**config.mk**
```make
export PLATFORM = sky130hd
export DESIGN_NAME = inst_reg_q_flat
export DESIGN_NICKNAME = d
export VERILOG_FILES = /design/src/rtl/inst_reg_q_if.sv /design/src/rtl/inst_reg_q.sv /design/src/flat_wrapper.sv
export SDC_FILE = /design/constraint.sdc
export NUM_CORES = 1
export LEC_CHECK = 0
export BUFFER_PORTS_ARGS = -buffer_cell sky130_fd_sc_hd__buf_2
export CAP_MARGIN = 5
export CORE_MARGIN = 2
export CORE_UTILIZATION = 30
export CTS_CLUSTER_DIAMETER = 120
export CTS_CLUSTER_SIZE = 16
export DETAILED_ROUTE_END_ITERATION = 6
export GPL_TIMING_DRIVEN = 0
export HOLD_SLACK_MARGIN = 0.02
export PLACE_DENSITY = 0.46
export SYNTH_ARGS = -nofsm -noshare
export SYNTH_HDL_FRONTEND = slang
export SYNTH_SLANG_ARGS = --single-unit
```
**constraint.sdc**
```tcl
create_clock -name clk -period 5.7 [get_ports clk]
set_input_delay 0.57 -clock clk [delete_from_list [all_inputs] [get_ports clk]]
set_output_delay 0.57 -clock clk [all_outputs]
set_load 0.02 [all_outputs]
```
**src/rtl/inst_reg_q_if.sv**
```systemverilog
// Beat-input / instruction-output handshake bundle for inst_reg_q.
// The producer and consumer side of the bench drive the master modport; the register is the slave.
interface inst_reg_q_if #(
  parameter int DATA_W = 8,
  parameter int BEATS  = 2,
  parameter int OPC_W  = 3
);
  localparam int INS_W = DATA_W * BEATS;

  logic                   in_valid;
  logic                   in_ready;
  logic [DATA_W-1:0]      data;
  logic                   out_valid;
  logic                   out_ready;
  logic [OPC_W-1:0]       opc;
  logic [INS_W-OPC_W-1:0] iraddr;

  modport master (
    output in_valid, data, out_ready,
    input  in_ready, out_valid, opc, iraddr
  );

  modport slave (
    input  in_valid, data, out_ready,
    output in_ready, out_valid, opc, iraddr
  );
endinterface

```
**src/rtl/inst_reg_q.sv**
```systemverilog
// Instruction register: assembles BEATS bus beats (MSB beat first) into one instruction
// and queues completed instructions in a DEPTH-entry FIFO split into opcode and address fields.
module inst_reg_q #(
  parameter int DATA_W = 8,
  parameter int BEATS  = 2,
  parameter int OPC_W  = 3,
  parameter int DEPTH  = 2,
  localparam int INS_W = DATA_W * BEATS,
  localparam int BI_W  = $clog2(BEATS) + 1,
  localparam int CNT_W = $clog2(DEPTH) + 1,
  localparam int PTR_W = (DEPTH > 1) ? $clog2(DEPTH) : 1
) (
  input  logic             clk,
  input  logic             rst,
  input  logic             flush,
  inst_reg_q_if.slave      bus,
  output logic [BI_W-1:0]  beat_idx,
  output logic [CNT_W-1:0] count
);

  logic [INS_W-1:0] asm_q;
  logic [INS_W-1:0] asm_next;
  logic [INS_W-1:0] mem [DEPTH];
  logic [PTR_W-1:0] wr_ptr;
  logic [PTR_W-1:0] rd_ptr;
  logic [INS_W-1:0] head;
  logic             accept;
  logic             last_beat;
  logic             push;
  logic             pop;

  function automatic logic [PTR_W-1:0] ptr_inc(input logic [PTR_W-1:0] p);
    return (p == PTR_W'(DEPTH - 1)) ? '0 : p + PTR_W'(1);
  endfunction

  // Ready depends on registered occupancy only, so there is no path from out_ready.
  assign bus.in_ready  = (count < CNT_W'(DEPTH));
  assign bus.out_valid = (count != '0);
  assign accept        = bus.in_valid && bus.in_ready;
  assign last_beat     = (beat_idx == BI_W'(BEATS - 1));
  assign push          = accept && last_beat && !flush;
  assign pop           = bus.out_valid && bus.out_ready && !flush;

  // Merge the incoming beat into its slot; the final beat goes straight into the FIFO.
  always_comb begin
    asm_next = asm_q;
    for (int k = 0; k < BEATS; k++) begin
      if (beat_idx == BI_W'(k))
        asm_next[INS_W-1-k*DATA_W -: DATA_W] = bus.data;
    end
  end

  always_ff @(posedge clk or negedge rst) begin
    if (!rst) begin
      beat_idx <= '0;
      asm_q    <= '0;
      wr_ptr   <= '0;
      rd_ptr   <= '0;
      count    <= '0;
    end else if (flush) begin
      beat_idx <= '0;
      wr_ptr   <= '0;
      rd_ptr   <= '0;
      count    <= '0;
    end else begin
      if (accept) begin
        asm_q    <= asm_next;
        beat_idx <= last_beat ? '0 : beat_idx + BI_W'(1);
      end
      if (push)
        wr_ptr <= ptr_inc(wr_ptr);
      if (pop)
        rd_ptr <= ptr_inc(rd_ptr);
      case ({push, pop})
        2'b10:   count <= count + CNT_W'(1);
        2'b01:   count <= count - CNT_W'(1);
        default: count <= count;
      endcase
    end
  end

  // Storage carries no reset; empty or flushed entries are masked at the outputs.
  always_ff @(posedge clk) begin
    if (push)
      mem[wr_ptr] <= asm_next;
  end

  assign head       = mem[rd_ptr];
  assign bus.opc    = bus.out_valid ? head[INS_W-1 -: OPC_W] : '0;
  assign bus.iraddr = bus.out_valid ? head[INS_W-OPC_W-1:0] : '0;

endmodule
```
**src/flat_wrapper.sv**
```systemverilog
// flat-port wrapper written by rule: the top's interface ports become plain ports
module inst_reg_q_flat 
#(
  parameter int DATA_W = 8,
  parameter int BEATS  = 2,
  parameter int OPC_W  = 3,
  parameter int DEPTH  = 2,
  localparam int INS_W = DATA_W * BEATS,
  localparam int BI_W  = $clog2(BEATS) + 1,
  localparam int CNT_W = $clog2(DEPTH) + 1,
  localparam int PTR_W = (DEPTH > 1) ? $clog2(DEPTH) : 1
)
  (clk, rst, flush, beat_idx, count, bus_in_valid, bus_data, bus_out_ready, bus_in_ready, bus_out_valid, bus_opc, bus_iraddr);
  inst_reg_q_if #(.DATA_W(DATA_W), .BEATS(BEATS), .OPC_W(OPC_W)) bus_i ();
  input  logic clk;
  input  logic rst;
  input  logic flush;
  output logic [BI_W-1:0] beat_idx;
  output logic [CNT_W-1:0] count;
  input wire logic [$bits(bus_i.in_valid)-1:0] bus_in_valid;
  input wire logic [$bits(bus_i.data)-1:0] bus_data;
  input wire logic [$bits(bus_i.out_ready)-1:0] bus_out_ready;
  output wire logic [$bits(bus_i.in_ready)-1:0] bus_in_ready;
  output wire logic [$bits(bus_i.out_valid)-1:0] bus_out_valid;
  output wire logic [$bits(bus_i.opc)-1:0] bus_opc;
  output wire logic [$bits(bus_i.iraddr)-1:0] bus_iraddr;
  assign bus_i.in_valid = bus_in_valid;
  assign bus_i.data = bus_data;
  assign bus_i.out_ready = bus_out_ready;
  assign bus_in_ready = bus_i.in_ready;
  assign bus_out_valid = bus_i.out_valid;
  assign bus_opc = bus_i.opc;
  assign bus_iraddr = bus_i.iraddr;
  inst_reg_q #(.DATA_W(DATA_W), .BEATS(BEATS), .OPC_W(OPC_W), .DEPTH(DEPTH)) u_core (.clk(clk), .rst(rst), .flush(flush), .bus(bus_i), .beat_idx(beat_idx), .count(count));
endmodule
```
==> run summary, run 1 <==
outcome - complete, no violations
largest fanout on the critical path - 10
Detail Route Antenna Nets - 0
skew final - 0.00671 ns
Core Box Area - 7690 um^2
GRT Resource Usage Total - 10.9%
top post-synthesis cells by area - edfxtp_1, dfrtp_1, mux2_2
Nets - 208
CTS tree - yes
# diodes - 0
leakage power - 1.09 nW
initial antenna violation count - 0
drc violations - 0
sequential-to-total area share from yosys stat - 64.0%
Final setup viols - 0
Synth Cell Area - 2360 um^2
Buffers on Ports - 34
first-pass GRT wire length - 7160 um
initial core utilization - 30.7%
post-DR wirelength/cell - 14.5 um
RSZ-0062 raised after global routing - false
max frequency - 0.387 GHz
Cells after Synth - 154
post-synthesis register bit count - 54
syn nets - 167
Yosys warnings - 0
final core utilization - 35.7%
setup bufs post-CTS - 0
Placed Cells - 290
Die ar. - 8600 um^2
Yosys cell types - 26
Critical Path Source Type - register
detailed-router iteration count before antenna repair - 4
Post-CTS Hold Fix Bufs - 0
Layout area overhead - 16.3%
XOR/XNOR share of the synthesized area - 1.11%
FP Rows - 32
PwrDens - 300 nW/um^2
post-layout minimum cycle time - 2.59 ns
Post-DP HPWL - 2940 um
DP Area - 2660 um^2
Clk Latency, worst-skew pair - 0.30 ns
Die Wd - 92.7 um
post-cts repair resize count - 0
post-synthesis simple-gate area fraction - 7.10%
Slew headroom - 39.7%
area share of fa/ha/maj cells after synthesis - 0%
CTS buffer count - 5
Syn Area/Cell - 15.3 um^2
GPL Wtd Cong - 0.694
CTS clk-pin slew, worst paths - 0.09 ns
Worst EP arrival - 2.02 ns
H-tree levels - 2
Slew @ Worst Pin - 0.900 ns
pins over their slew limit - 0
via count - 1294
final count of hold timing violations - 0
Remaining Overflow, GRT - 0
1st-iter DRT viols - 37
final wirelength - 4330 um
Yosys top cell area share - 40.7%
Final Non-Filler Cells - 298
post-synthesis mux area share - 23.3%
Root Driver - clkbuf_8
fin area - 2750 um^2
Avg Vias per Cell - 4.34
filler cell count - 788
clock sink total - 54
main combinational cell family by area after synthesis - multiplexers
share of layout cells above drive strength 1 - 41.8%
Setup crit end kind - output port
vias in the first global route - 1366
pin count of the biggest net entering global routing - 23
Max Cap Viol - 0
clk buf depth - 2
Synth Area in Compound Gates - 1.75%
period utilization - 45.4%
required time worst endpoint - 5.13 ns
Synth area leader - edfxtp_1
crit path kind - register to output port
num ports - 35
chip height - 92.7 um
setup TNS - 0 ns
Worst VDD drop - 0.000111 V
min-delay worst type - input pin to asynchronous set/reset pin
through the flow:
step	hold WS [ns]	power, mW	setup WS, ns
3_5_place_dp	0.475	0.632	3.26
6_report	0.239	0.825	3.11
5_1_grt	0.264	0.870	2.93
4_1_cts	0.246	0.835	2.99
3_3_place_gp	0.465	0.627	2.77
2_1_floorplan	0.274	0.591	3.33
cells in the mapped netlist:
library cell,n
nor2_1,20
clkbuf_1,1
and2b_1,1
and4bb_2,1
nor2_2,1
and2_1,1
and4bb_4,1
a21oi_1,3
a311oi_1,1
mux2_2,23
buf_2,3
mux2i_1,16
inv_1,3
xnor2_1,2
nor2b_1,2
xor2_1,1
and3b_1,1
or2b_1,2
buf_6,3
mux2_4,8
o21ai_0,2
mux2_1,1
dfrtp_1,22
nand2_1,2
a21o_1,1
edfxtp_1,32
cells by family (layout without fill, tap and decap cells):
| logic type | count (synthesis) | after routing |
|---|---|---|
| DFF | 54 | 54 |
| and+or+nand+nor | 32 | 32 |
| xor gates and xnor gates | 3 | 3 |
| buffers and inverters | 10 | 52 |
| AOI/OAI and AO/OA | 7 | 7 |
| muxes | 48 | 48 |
cell type report:
class / instances / area [um^2] / share of cell area, %
plain buffers: 7 / 52.6 / 1.91
clock buffers: 5 / 68.8 / 2.51
clock inverters: 3 / 16.3 / 0.592
inverters: 3 / 11.3 / 0.410
multi-input cells: 90 / 788 / 28.7
flip-flops and latches: 54 / 1510 / 55.0
well taps: 102 / 128 / 4.65
repair buffers: 34 / 170 / 6.20
final timing paths:
path,slack (ns),start,endpoint,depth (start not counted)
max reg2reg,3.39,u_core.count[1],u_core.mem[0][14],5
max,3.11,u_core.count[1],bus_iraddr[0],5
min in group clk,0.49,u_core.asm_q[15],u_core.asm_q[15],1
max in group asynchronous,5.10,rst,u_core.asm_q[13],1
min reg2reg,0.49,u_core.asm_q[15],u_core.asm_q[15],1
min,0.24,rst,u_core.count[0],1
sequential cells by signal, indices dropped and copies added, names as in the netlist:
name and count:
u_core.asm_q 16, u_core.rd_ptr 1, u_core.beat_idx 2, u_core.wr_ptr 1, u_core.mem 32, u_core.count 2
per-layer routing:
metal  vias to the layer above  wire [um]  global-route usage (%)
li1                        631          -                       -
met5                         -          0                       0
met3                         5        189                    2.77
met4                         0         56                    3.31
met2                        27       2080                    18.1
met1                       631       2000                    14.1
placed cells by master, fill, tap and decap left out:
| cell | netlist | routed |
|---|---|---|
| or2b_1 | 2 | 2 |
| mux2_4 | 8 | 8 |
| buf_2 | 3 | 37 |
| and2b_1 | 1 | 1 |
| clkinvlp_4 | 0 | 1 |
| nor2b_2 | 0 | 1 |
| and4bb_4 | 1 | 1 |
| and2_1 | 1 | 1 |
| and4bb_2 | 1 | 1 |
| clkinv_2 | 0 | 1 |
| nor2_2 | 1 | 1 |
| a21o_1 | 1 | 1 |
| o21ai_0 | 2 | 2 |
| nor2_1 | 20 | 20 |
| inv_1 | 3 | 3 |
| mux2_1 | 1 | 1 |
| nor2b_1 | 2 | 1 |
| xor2_1 | 1 | 1 |
| nand2_1 | 2 | 2 |
| clkbuf_8 | 0 | 5 |
| a311oi_1 | 1 | 1 |
| xnor2_1 | 2 | 2 |
| clkinv_1 | 0 | 1 |
| mux2_2 | 23 | 23 |
| clkbuf_1 | 1 | 1 |
| edfxtp_1 | 32 | 32 |
| and3b_1 | 1 | 1 |
| mux2i_1 | 16 | 16 |
| a21oi_1 | 3 | 3 |
| dfrtp_1 | 22 | 22 |
| buf_6 | 3 | 3 |
critical path, stage by stage (launching register included):
cell and delay [ns]:
dfrtp_1 0.40, buf_6 0.14, nor2_1 0.47, clkbuf_1 0.41, nor2_1 0.11, buf_2 0.18
where the power goes:
part / leakage (nW) / switching, mW / internal [mW]
Combinational: 0.490 / 0.0648 / 0.0759
Sequential: 0.562 / 0.0189 / 0.464
Clock: 0.0416 / 0.117 / 0.0843
(Power assumes the default switching activity.)
==> run 2: changes to the inputs <==
- ABC_AREA: default -> 1
- clock period: 5.7 -> 2.6 ns (I/O delays scaled with it)
==> run summary, run 2 <==
Nets - 288
Hold WS - 0.224 ns
clk buf depth - 2
end of the critical path - u_core.mem[0][8]
fin area - 2830 um^2
PwrDens - 775 nW/um^2
Yosys warnings - 0
num ports - 35
chip height - 93.1 um
CP top delay family - simple AND/OR/NAND/NOR gates
critical path depth in cells - 6
Slew @ Worst Pin - 0.888 ns
Buffers on Ports - 34
Setup crit start - u_core.count[1]
Worst EP arrival - 2.14 ns
Main synth FF type - edfxtp_1
Post-DP HPWL - 3540 um
GPL Wtd Cong - 0.714
area of the multi-input gates - 731 um^2
leakage power - 1.25 nW
drc violations - 0
outcome - complete, no violations
leading registers by flop count - u_core.mem x32, u_core.asm_q x16
sequential-to-total area share from yosys stat - 63.5%
max reg flops - 32
Largest Register - u_core.mem
area of all sequential standard cells - 1510 um^2
Final setup viols - 0
period utilization - 84.7%
detailed-router iteration count before antenna repair - 4
H-tree levels - 2
Layout area overhead - 18.7%
required time worst endpoint - 2.54 ns
Yosys top cell area share - 40.4%
CTS tree - yes
pin count of the biggest net entering global routing - 23
syn nets - 246
Post-synth EDFFs - 32
final core utilization - 36.6%
setup bufs post-CTS - 0
filler cell count - 784
initial antenna violation count - 0
worst r2r src - u_core.count[1]
most common cell in the netlist - nand2_1
Critical Path Source Type - register
post-cts repair resize count - 0
slowest library cell on the worst path - nor2_2
CP max stage delay - 0.68 ns
crit path kind - register to register
Root Driver - clkbuf_8
Max Cap Viol - 0
via count - 1646
Remaining Overflow, GRT - 0
top post-synthesis cells by area - edfxtp_1, dfrtp_1, nand2_1
initial core utilization - 30.8%
RSZ-0062 raised after global routing - false
Yosys cell types - 23
RR Endpoint - u_core.mem[0][8]
Worst VDD drop - 0.000269 V
post-layout minimum cycle time - 2.20 ns
most frequent cells in the layout - nand2_1, buf_2, edfxtp_1
post-synthesis register bit count - 54
GRT Resource Usage Total - 12.7%
worst-path cell chain - inv_2, nand2_4, nor2_8, nand2_4, buf_6, nor2_2
Synth Cell Area - 2380 um^2
final wirelength - 5110 um
Post-CTS Hold Fix Bufs - 1
synth cell count leaders - nand2_1, edfxtp_1, o21ai_0
Core Box Area - 7730 um^2
first-pass GRT wire length - 8310 um
min-delay worst type - input pin to register
Clk Latency, worst-skew pair - 0.30 ns
Setup crit end kind - register
share of layout cells above drive strength 1 - 25.7%
max frequency - 0.454 GHz
Die ar. - 8670 um^2
post-DR wirelength/cell - 13.5 um
skew final - 0.00259 ns
commonest non-fill, non-tap cell in the layout - nand2_1
DP Area - 2680 um^2
Die Wd - 93.1 um
reg2reg path depth - 6
CP most frequent cell - nand2_4
Hold Path Origin - bus_data[0]
dpl ws - 0.339 ns
Detail Route Antenna Nets - 0
pins over their slew limit - 0
clock sink total - 54
largest fanout on the critical path - 16
setup TNS - 0 ns
setup ws final - 0.399 ns
Buf/Inv on CP - 2
CTS clk-pin slew, worst paths - 0.09 ns
final count of hold timing violations - 0
Cells after Synth - 233
Slew headroom - 40.8%
vias in the first global route - 1560
FFs w/ async S/R, synth - 40.7%
Avg Vias per Cell - 4.35
FP Rows - 32
CTS buffer count - 5
Syn Area/Cell - 10.2 um^2
Synth area leader - edfxtp_1
R2R setup slack - 0.40 ns
# diodes - 0
1st-iter DRT viols - 88
## run 2: cell type report
type,instances,area share [%]
Sequential cell,54,53.5
Multi-Input combinational cell,147,25.9
Timing Repair Buffer,35,6.37
Tap cell,102,4.52
Inverter,24,3.19
Clock buffer,5,2.43
Clock inverter,3,2.26
Buffer,8,1.90
## run 2: worst min-delay path: stages
cell and delay, ns:
buf_2 0.11, inv_1 0.07, o21ai_2 0.06
## run 2: kinds of logic (layout without fill, tap and decap cells)
kind of cell	count (synthesis)	count (layout)	share of synthesized area, %
AND/OR/NAND/NOR	92	92	17.3
buffers and inverters	32	75	6.04
flip-flops	54	54	63.5
AO/OA/AOI/OAI	55	55	13.1
## run 2: worst min-delay path by stage
stage	to	slack, ns	depth (start not counted)
after floorplan	u_core.asm_q[0]	-0.04	0
after global placement	u_core.asm_q[9]	0.28	1
final	u_core.asm_q[0]	0.22	3
after global routing	u_core.asm_q[1]	0.23	3
after CTS	u_core.asm_q[4]	0.22	3
after detailed placement	u_core.asm_q[9]	0.28	1
## run 2: per-stage QoR
stage,instances,power [mW]
final,378,2.19
after global routing,378,2.31
after CTS,378,2.21
after detailed placement,369,1.56
after global placement,369,1.55
after floorplan,233,1.40
## run 2: layer usage
metal / vias to the layer above / share of wire [%] / track usage, %
li1: 858 / - / -
met1: 750 / 51 / 18.4
met2: 32 / 43 / 19.0
met3: 6 / 4.0 / 2.74
met4: 0 / 1.4 / 4.04
met5: - / 0 / 0
## run 2: power breakdown
group / leakage, nW / switching (mW) / internal [mW]
registers: 0.573 / 0.0407 / 1.03
clock network: 0.0658 / 0.273 / 0.381
logic: 0.613 / 0.322 / 0.149
total: 1.25 / 0.636 / 1.56
